File: src/rtl/mvb_discard_stats_pkg.sv
`default_nettype none
// ============================================================================
// Module      : mvb_discard_stats_pkg
// Description : Shared constants and helpers for the MVB discard statistics
//               block: MI register word indices (MI_ADDR[4:2]), CTRL/STATUS
//               bit positions and the popcount function used by the counters.
// Revision    : 1.0 - initial release
// ============================================================================
package mvb_discard_stats_pkg;

  // Widest region vector the popcount helper accepts.
  localparam int unsigned c_POP_MAX_W = 64;

  // Register word indices.
  localparam logic [2:0] c_REG_TOTAL_LO = 3'd0;
  localparam logic [2:0] c_REG_TOTAL_HI = 3'd1;
  localparam logic [2:0] c_REG_DISC_LO  = 3'd2;
  localparam logic [2:0] c_REG_DISC_HI  = 3'd3;
  localparam logic [2:0] c_REG_CTRL     = 3'd4;
  localparam logic [2:0] c_REG_STATUS   = 3'd5;

  // CTRL and STATUS bit positions.
  localparam int unsigned c_CTRL_SNAP_BIT  = 0;
  localparam int unsigned c_CTRL_CLR_BIT   = 1;
  localparam int unsigned c_STATUS_VLD_BIT = 0;

  function automatic logic [6:0] popcount(input logic [c_POP_MAX_W-1:0] v);
    logic [6:0] n;
    n = '0;
    for (int i = 0; i < c_POP_MAX_W; i++) begin
      n = n + {6'd0, v[i]};
    end
    return n;
  endfunction

endpackage
`default_nettype wire

File: src/rtl/mvb_discard_stats_cnt.sv
`default_nettype none
// ============================================================================
// Module      : mvb_discard_stats_cnt
// Description : Two-stage item counter. Stage 1 registers the popcount of the
//               qualified item vector; stage 2 accumulates it into a wrapping
//               counter. o_cnt_next is the value the counter takes at the next
//               edge, so a snapshot taken now includes the pending increment.
// Ports       : clk, rst_n      - clock, async active-low reset
//               i_items         - per-region items to count this cycle
//               i_clear         - zero the accumulator at the next edge
//               o_cnt_next      - accumulator value including stage-2 result
// Revision    : 1.0 - initial release
// ============================================================================
module mvb_discard_stats_cnt
  import mvb_discard_stats_pkg::*;
#(
  parameter int REGIONS   = 4,
  parameter int CNT_WIDTH = 64
) (
  input  logic                 clk,
  input  logic                 rst_n,
  input  logic [REGIONS-1:0]   i_items,
  input  logic                 i_clear,
  output logic [CNT_WIDTH-1:0] o_cnt_next
);

  localparam int INC_W = $clog2(REGIONS + 1);

  logic [c_POP_MAX_W-1:0] w_items_ext;
  logic [6:0]             w_pop_full;
  logic [INC_W-1:0]       w_pop;
  logic [INC_W-1:0]       r_inc;
  logic [CNT_WIDTH-1:0]   r_cnt;
  logic                   w_unused_pop;

  assign w_items_ext  = c_POP_MAX_W'(i_items);
  assign w_pop_full   = popcount(w_items_ext);
  assign w_pop        = w_pop_full[INC_W-1:0];
  assign w_unused_pop = ^w_pop_full;

  assign o_cnt_next = r_cnt + CNT_WIDTH'(r_inc);

  // On clear the accumulator restarts at zero; the increment registered in
  // the same edge is still added on the following edge, so items arriving
  // during the clear cycle are kept.
  always_ff @(posedge clk or negedge rst_n) begin
    if (!rst_n) begin
      r_inc <= '0;
      r_cnt <= '0;
    end else begin
      r_inc <= w_pop;
      r_cnt <= i_clear ? '0 : o_cnt_next;
    end
  end

endmodule
`default_nettype wire

File: src/rtl/mvb_discard_stats.sv
`default_nettype none
// ============================================================================
// Module      : mvb_discard_stats
// Description : Counts MVB items and items flagged as discarded, with an MI
//               slave for snapshot/clear control and coherent snapshot readout.
// Ports       : CLK, RESET_N        - clock, async active-low reset
//               RX_MVB_*            - MVB sink (DATA = discard flag/region)
//               MI_*                - MI slave (snapshot regs, CTRL, STATUS)
// Revision    : 1.0 - initial release
// ============================================================================
module mvb_discard_stats
  import mvb_discard_stats_pkg::*;
#(
  parameter int REGIONS       = 4,
  parameter int CNT_WIDTH     = 64,
  parameter int MI_DATA_WIDTH = 32,
  parameter int MI_ADDR_WIDTH = 32
) (
  input  logic                     CLK,
  input  logic                     RESET_N,
  input  logic [REGIONS-1:0]       RX_MVB_DATA,
  input  logic [REGIONS-1:0]       RX_MVB_VLD,
  input  logic                     RX_MVB_SRC_RDY,
  output logic                     RX_MVB_DST_RDY,
  input  logic [MI_DATA_WIDTH-1:0] MI_DWR,
  input  logic [MI_ADDR_WIDTH-1:0] MI_ADDR,
  input  logic                     MI_RD,
  input  logic                     MI_WR,
  input  logic [3:0]               MI_BE,
  output logic [MI_DATA_WIDTH-1:0] MI_DRD,
  output logic                     MI_ARDY,
  output logic                     MI_DRDY
);

  logic                     r_run;
  logic [REGIONS-1:0]       w_items_total;
  logic [REGIONS-1:0]       w_items_disc;
  logic [CNT_WIDTH-1:0]     w_total_next;
  logic [CNT_WIDTH-1:0]     w_disc_next;
  logic [CNT_WIDTH-1:0]     r_snap_total;
  logic [CNT_WIDTH-1:0]     r_snap_disc;
  logic                     r_snap_vld;
  logic [2:0]               w_idx;
  logic                     w_ctrl_wr;
  logic                     w_snap;
  logic                     w_clr;
  logic [MI_DATA_WIDTH-1:0] w_rdata;
  logic [MI_DATA_WIDTH-1:0] r_drd;
  logic                     r_drdy;
  logic                     w_unused_mi;

  // r_run stays low for the first cycle after reset release, so items
  // presented while reset is being released are neither accepted nor counted.
  assign RX_MVB_DST_RDY = r_run;
  assign w_items_total  = RX_MVB_VLD & {REGIONS{RX_MVB_SRC_RDY & r_run}};
  assign w_items_disc   = w_items_total & RX_MVB_DATA;

  mvb_discard_stats_cnt #(
    .REGIONS   (REGIONS),
    .CNT_WIDTH (CNT_WIDTH)
  ) u_cnt_total (
    .clk        (CLK),
    .rst_n      (RESET_N),
    .i_items    (w_items_total),
    .i_clear    (w_clr),
    .o_cnt_next (w_total_next)
  );

  mvb_discard_stats_cnt #(
    .REGIONS   (REGIONS),
    .CNT_WIDTH (CNT_WIDTH)
  ) u_cnt_disc (
    .clk        (CLK),
    .rst_n      (RESET_N),
    .i_items    (w_items_disc),
    .i_clear    (w_clr),
    .o_cnt_next (w_disc_next)
  );

  // MI decode
  assign MI_ARDY     = MI_RD | MI_WR;
  assign w_idx       = MI_ADDR[4:2];
  assign w_ctrl_wr   = MI_WR & (w_idx == c_REG_CTRL) & MI_BE[0];
  assign w_snap      = w_ctrl_wr & MI_DWR[c_CTRL_SNAP_BIT];
  assign w_clr       = w_ctrl_wr & MI_DWR[c_CTRL_CLR_BIT];
  assign w_unused_mi = ^{MI_DWR, MI_BE, MI_ADDR};

  // Read mux sees only snapshot registers, so low/high halves always come
  // from the same capture, and a simultaneous write is not yet visible.
  always_comb begin
    w_rdata = '0;
    case (w_idx)
      c_REG_TOTAL_LO: w_rdata = r_snap_total[31:0];
      c_REG_TOTAL_HI: w_rdata = MI_DATA_WIDTH'(r_snap_total[CNT_WIDTH-1:32]);
      c_REG_DISC_LO:  w_rdata = r_snap_disc[31:0];
      c_REG_DISC_HI:  w_rdata = MI_DATA_WIDTH'(r_snap_disc[CNT_WIDTH-1:32]);
      c_REG_STATUS:   w_rdata[c_STATUS_VLD_BIT] = r_snap_vld;
      default:        w_rdata = '0;
    endcase
  end

  always_ff @(posedge CLK or negedge RESET_N) begin
    if (!RESET_N) begin
      r_run        <= 1'b0;
      r_snap_total <= '0;
      r_snap_disc  <= '0;
      r_snap_vld   <= 1'b0;
      r_drd        <= '0;
      r_drdy       <= 1'b0;
    end else begin
      r_run  <= 1'b1;
      r_drdy <= MI_RD;
      r_drd  <= MI_RD ? w_rdata : '0;
      if (w_snap) begin
        r_snap_total <= w_total_next;
        r_snap_disc  <= w_disc_next;
        r_snap_vld   <= 1'b1;
      end
    end
  end

  assign MI_DRD  = r_drd;
  assign MI_DRDY = r_drdy;

endmodule
`default_nettype wire

File: config.mk
export PLATFORM = sky130hd
export DESIGN_NAME = mvb_discard_stats
export DESIGN_NICKNAME = d
export VERILOG_FILES = /design/src/rtl/mvb_discard_stats_pkg.sv /design/src/rtl/mvb_discard_stats_cnt.sv /design/src/rtl/mvb_discard_stats.sv
export SDC_FILE = /design/constraint.sdc
export NUM_CORES = 1
export LEC_CHECK = 0
export ABC_AREA = 1
export BUFFER_PORTS_ARGS = -buffer_cell sky130_fd_sc_hd__buf_4
export CORE_MARGIN = 2
export CORE_UTILIZATION = 30
export CTS_BUF_LIST = sky130_fd_sc_hd__clkbuf_4
export DETAILED_ROUTE_END_ITERATION = 7
export GPL_TIMING_DRIVEN = 0
export PLACE_DENSITY = 0.52
export SLEW_MARGIN = 5
export SYNTH_ARGS = -nofsm -noshare
export SYNTH_HDL_FRONTEND = slang
export SYNTH_SLANG_ARGS = --single-unit
File: constraint.sdc
create_clock -name CLK -period 1.9 [get_ports CLK]
set_clock_uncertainty 0.2 [all_clocks]
set_input_delay 0.19 -clock CLK [delete_from_list [all_inputs] [get_ports CLK]]
set_output_delay 0.19 -clock CLK [all_outputs]
set_load 0.01 [all_outputs]
==> Yosys cells after proc, flatten, opt, wreduce, memory -nomap -nowiden <==
Index checks and enable logic that the tools add are counted.
{ "totals": {"ff_bits": 297, "inputBits": 81, "out_inout_bits": 35, "word_cells": 37} }
{ "op_classes": {"n_addsub": 8, "n_eq_ne": 5, "mux": 5, "bitwise": 8, "n_reduce_logical": 1} }
{ "ops": {"columns": ["op", "count"], "rows": [
  ["64-bit by 3-bit adder with 64-bit output", 2],
  ["64-bit two-way mux", 2],
  ["31-bit case mux with 4 select lines", 1],
  ["32-bit two-way mux", 1],
  ["3-bit by 1-bit adder with 3-bit output", 4],
  ["4-bit bitwise AND", 2],
  ["3-bit by 2-bit == test with 1-bit output, second input constant", 2],
  ["3-bit == test, second input constant", 2],
  ["1-bit bitwise AND", 5],
  ["1-bit case mux with 5 select lines", 1],
  ["1-bit by 1-bit adder with 2-bit output", 2],
  ["3-bit by 1-bit == test with 1-bit output, second input constant", 1],
  ["3-bit logical NOT", 1],
  ["1-bit bitwise OR", 1]
]} }

==> Logic depth before layout (Yosys ltp) <==
{ "depth": {"word_depth": 6, "depth_mapped": 13, "ltp_nobuf": 13} }

==> By module <==
A second synthesis with hierarchy kept.
{ "unflattened": {"hier_cells": 2285, "area_unflattened_um2": 16278.1} }
{ "modules_own_cells": {"columns": ["module", "n_inst", "cells_each", "area_per_inst_um2", "seq_area_each_um2"], "rows": [
  ["mvb_discard_stats", 1, 886, 7154.4, 4078.9],
  ["mvb_discard_stats_cnt (u_cnt_total)", 1, 695, 4581.9, 1676.6],
  ["mvb_discard_stats_cnt (u_cnt_disc)", 1, 704, 4541.9, 1676.6]
]} }

==> Worst setup path after synthesis <==
Ideal clock, no wire load.
{ "synth_timing": {"path_type": "register to register", "start": "reg u_cnt_total.r_cnt[0]", "end": "reg r_snap_total[22]", "setup_time_ns": 0.135, "arrival_ns": 1.716, "required_time_ns": 1.565, "path_slack_ns": -0.152, "path_stages_with_launch": 10, "n_path_buf": 0, "period_less_slack_ns": 2.052, "cell_sequence": "dfrtp_1 > ha_1 > fa_1 > nand3_1 > nand2_2 > nand2_2 > inv_1 > nand2_1 > xor2_1 > o21ai_0"} }
{ "synth_between": {"elab_chain_len": 1} }
{ "synth_lines": {"columns": ["item", "line_no", "text"], "rows": [
  ["start: declaration", "mvb_discard_stats_cnt.sv:33", "logic [CNT_WIDTH-1:0] r_cnt;"],
  ["start signal: assignment", "mvb_discard_stats_cnt.sv:52", "r_cnt <= i_clear ? '0 : o_cnt_next;"],
  ["64-bit by 3-bit adder with 64-bit output", "mvb_discard_stats_cnt.sv:41", "assign o_cnt_next = r_cnt + CNT_WIDTH'(r_inc);"],
  ["end signal: assignment", "mvb_discard_stats.sv:115", "r_snap_total <= w_total_next;"],
  ["end: declaration", "mvb_discard_stats.sv:40", "logic [CNT_WIDTH-1:0] r_snap_total;"]
]} }
No other way between the ends.
A chain may end at the register's enable or synchronous reset.

==> Worst setup path in the final report <==
{ "layout_timing": {"start": "reg u_cnt_total.r_cnt[0]", "end": "reg r_snap_total[44]"} }
Same word-level chain as after synthesis.

==> run metrics <==
status finished, violations left; violated checks hold timing, setup timing; max_cap viols 0; Avg Inst Size Synth 7.44 sq um; clock-pin slew on the worst setup and hold paths 60 ps; busiest layer in global routing met2; Num CTS Buffers 89; synth unique cells 42; critical path class reg -> reg; Critical Path AT 2740 ps; post-route minimum period 2180 ps; final worst setup slack -281 ps; vias in the first global route 15,500; Post-DP Area 17,100 sq um; nets 2,493; synthesized instance count 2,118; P per Cell Area 954 nW/um^2; Routed WL 61,800 um; Vias/cell 4.83; most frequent cells in the layout nand2_1, nor2_1, dfrtp_1; vias post-DR 15,200; CTS sink count 297; met3 Resource Use GR 3.71%; worst r2r dst r_snap_total[44]; GP Congestion 0.936; Die Y-Extent 233 um; GR Util met1 28.0%; clk buf depth 3; met2 Usage GRT 39.0%; Power Internal 13,700 uW; switching pwr 8090 uW; r2r startpoint u_cnt_total.r_cnt[0]; worst path cell trace ha_4 -> fa_2 -> nand3_4 -> nand2_8 -> inv_4 -> nor2_4 -> nand2_4 -> inv_2 -> nand2_1 -> nand2_1 -> nand2_2 -> nand2_4 -> nand2_1; Layout Cell Area excl Fill 22,900 sq um; mapped cell area 15,800 sq um; gr ovfl total 0; main combinational cell family by area after synthesis simple AND/OR/NAND/NOR gates; adder-cell share of the synthesized area 1.30%; synth-to-layout area growth 45.2%; Avg WL per Cell 19.7 um; worst hold slack -343 ps; Slew Viols, Final 0; share of layout cells above drive strength 1 37.1%; share of the yosys chip area belonging to registers 47.2%; sw frac 37.1%; Clk pwr share 29.3%; most common cell after layout, fill and taps aside nand2_1; critical path's slowest cell dfrtp_1; fmax 459 MHz; Initial Util 30.5%; Max H-tree Level 3; end-of-flow core utilization 44.3%; Die ar. 54,400 sq um; antenna violations before repair 2; TNS Setup -23,860 ps; CP Data Required Time 2460 ps; XOR/XNOR Fraction of Synth Area 3.34%; CP max stage delay 400 ps; P_leak 0.0100 uW; Hold Violations, Final 48; HPWL Detailed 45,700 um; root buf cell clkbuf_4; Rows 83; post-synthesis mux area share 0%; Die Width 233 um; yosys warns 0; fin crit share 115%; Mapped Nets 2,213; DR pass1 iterations 5; Seq pwr share 43.1%; r2r setup slk -280 ps; initial drt markers 937; Startpoint Class register; largest net degree at the start of global routing 98; setup violators final 195; Tot GR Track Use 22.6%; placed cell count 2,852; Register-to-Register Path Depth 13; CP Max Fanout 6; Final Non-Filler Cells 3,144; critical path's most frequent cell nand2_1; DR DRC count 0; Ports 116; Synth Area in Compound Gates 7.31%; Hold WC Path Type in -> async; Simple-Gate Fraction of Synth Area 33.4%; core area 51,600 sq um; Synth Register Bits 297; CTS Hold Bufs 31; worst vdd ir 0.000416 V; Worst-Margin Slew 766 ps; IO Port Bufs 51; RSZ-0062 raised after global routing yes; clk_lat worst skew 830 ps; Place WS -682 ps; Worst setup EP type register; Gate power share 27.6%; Detail Route Antenna Nets 0; TritonCTS clock tree built; global-route wire length before repair 91,600 um; relative slew slack 49.0%
## critical path: cells and delay by family, from the launching register on
family                     cells  cell delay, ps
DFF                            1             400
adders and majority gates      2             550
and+or+nand+nor                9             830
buffers and inverters          2             130
## Yosys cell counts (all sizes together)
| cell type | number | area share (%) |
|---|---|---|
| nand2 | 716 | 17 |
| nor2 | 393 | 10 |
| dfrtp | 297 | 47 |
| inv | 212 | 5.1 |
| o21ai | 97 | 3.1 |
| nand3 | 69 | 2.4 |
| nand4 | 63 | 2.5 |
| xor2 | 46 | 2.6 |
| a21oi | 42 | 1.4 |
| buf | 41 | 1.8 |
| clkbuf | 22 | 0.52 |
| o22ai | 19 | 0.75 |
| a211oi | 14 | 0.67 |
| a41oi | 14 | 0.78 |
| and2 | 14 | 0.56 |
| xnor2 | 14 | 0.78 |
| ha | 10 | 0.79 |
| o21bai | 10 | 0.48 |
| nand3b | 8 | 0.41 |
| fa | 4 | 0.51 |
| clkinv | 3 | 0.079 |
| or2 | 3 | 0.12 |
| a32o | 2 | 0.13 |
| nor3b | 2 | 0.095 |
| a31oi | 1 | 0.040 |
| and3 | 1 | 0.040 |
| conb | 1 | 0.024 |
## timing repair
| action | 4_1_cts | 5_1_grt |
|---|---|---|
| endpoints found under the setup margin | 234 | 238 |
| hold endpoints to repair | 259 | 48 |
| pin swaps | 146 | 168 |
| gates resized for setup | 416 | 427 |
| setup buffers | 47 | 62 |
## logic make-up (layout without fill, tap and decap cells)
family          after synthesis  after routing
fa+ha+maj                    14             14
compound gates              199            199
xor+xnor                     60             60
buf+inv                     278            623
simple gates               1269           1269
flops                       297            297
other cells                   1              2
## worst max-delay path by stage
stage               depth (start not counted)  slack, ps                 start              endpoint
detailed placement                          7       -680            MI_ADDR[4]  u_cnt_disc.r_cnt[48]
CTS                                        12       -250   u_cnt_disc.r_inc[0]       r_snap_disc[44]
global route                               12       -350  u_cnt_total.r_cnt[0]      r_snap_total[44]
global placement                            1      -2460               RESET_N  u_cnt_disc.r_cnt[59]
floorplan                                   9        -10  u_cnt_total.r_inc[0]      r_snap_total[22]
finish                                     13       -280  u_cnt_total.r_cnt[0]      r_snap_total[44]
## routing by layer
layer / vias to the layer above / routed length [um]
met5: - / 13
met1: 7421 / 26100
li1: 7262 / -
met3: 136 / 2490
met2: 354 / 30800
met4: 2 / 2410
## cell type report
| type | instances | area [sq um] |
|---|---|---|
| multi-input cells | 1543 | 10300 |
| clock inverters | 29 | 180 |
| diodes | 1 | 2.50 |
| well taps | 680 | 851 |
| clock buffers | 127 | 953 |
| plain buffers | 63 | 363 |
| fillers | 5084 | 28700 |
| repair buffers | 189 | 1890 |
| flip-flops and latches | 297 | 7490 |
| inverters | 215 | 843 |
## registers in the layout (all words and copies together) (netlist names)
name	count
u_cnt_total.r_inc	3
u_cnt_total.r_cnt	64
RX_MVB_DST_RDY	1
u_cnt_disc.r_inc	3
MI_DRDY	1
r_snap_total	64
u_cnt_disc.r_cnt	64
r_snap_vld	1
r_snap_disc	64
MI_DRD	32
## power by group through the flow
stage                     sequential (uW)  combinational (uW)  clock [uW]
after floorplan                      8710                2730           0
after global placement               9070                3970           0
after detailed placement             9080                4050           0
after CTS                            9190                5020        6560
after global routing                 9580                6600        6940
final                                9420                6020        6390
## stage by stage
| step | hold WS [ps] | power, uW |
|---|---|---|
| 2_1_floorplan | -306 | 11400 |
| 3_3_place_gp | 177 | 13000 |
| 3_5_place_dp | -60.6 | 13100 |
| 4_1_cts | -360 | 20800 |
| 5_1_grt | -374 | 23100 |
| 6_report | -343 | 21800 |
(Power assumes the default switching activity.)
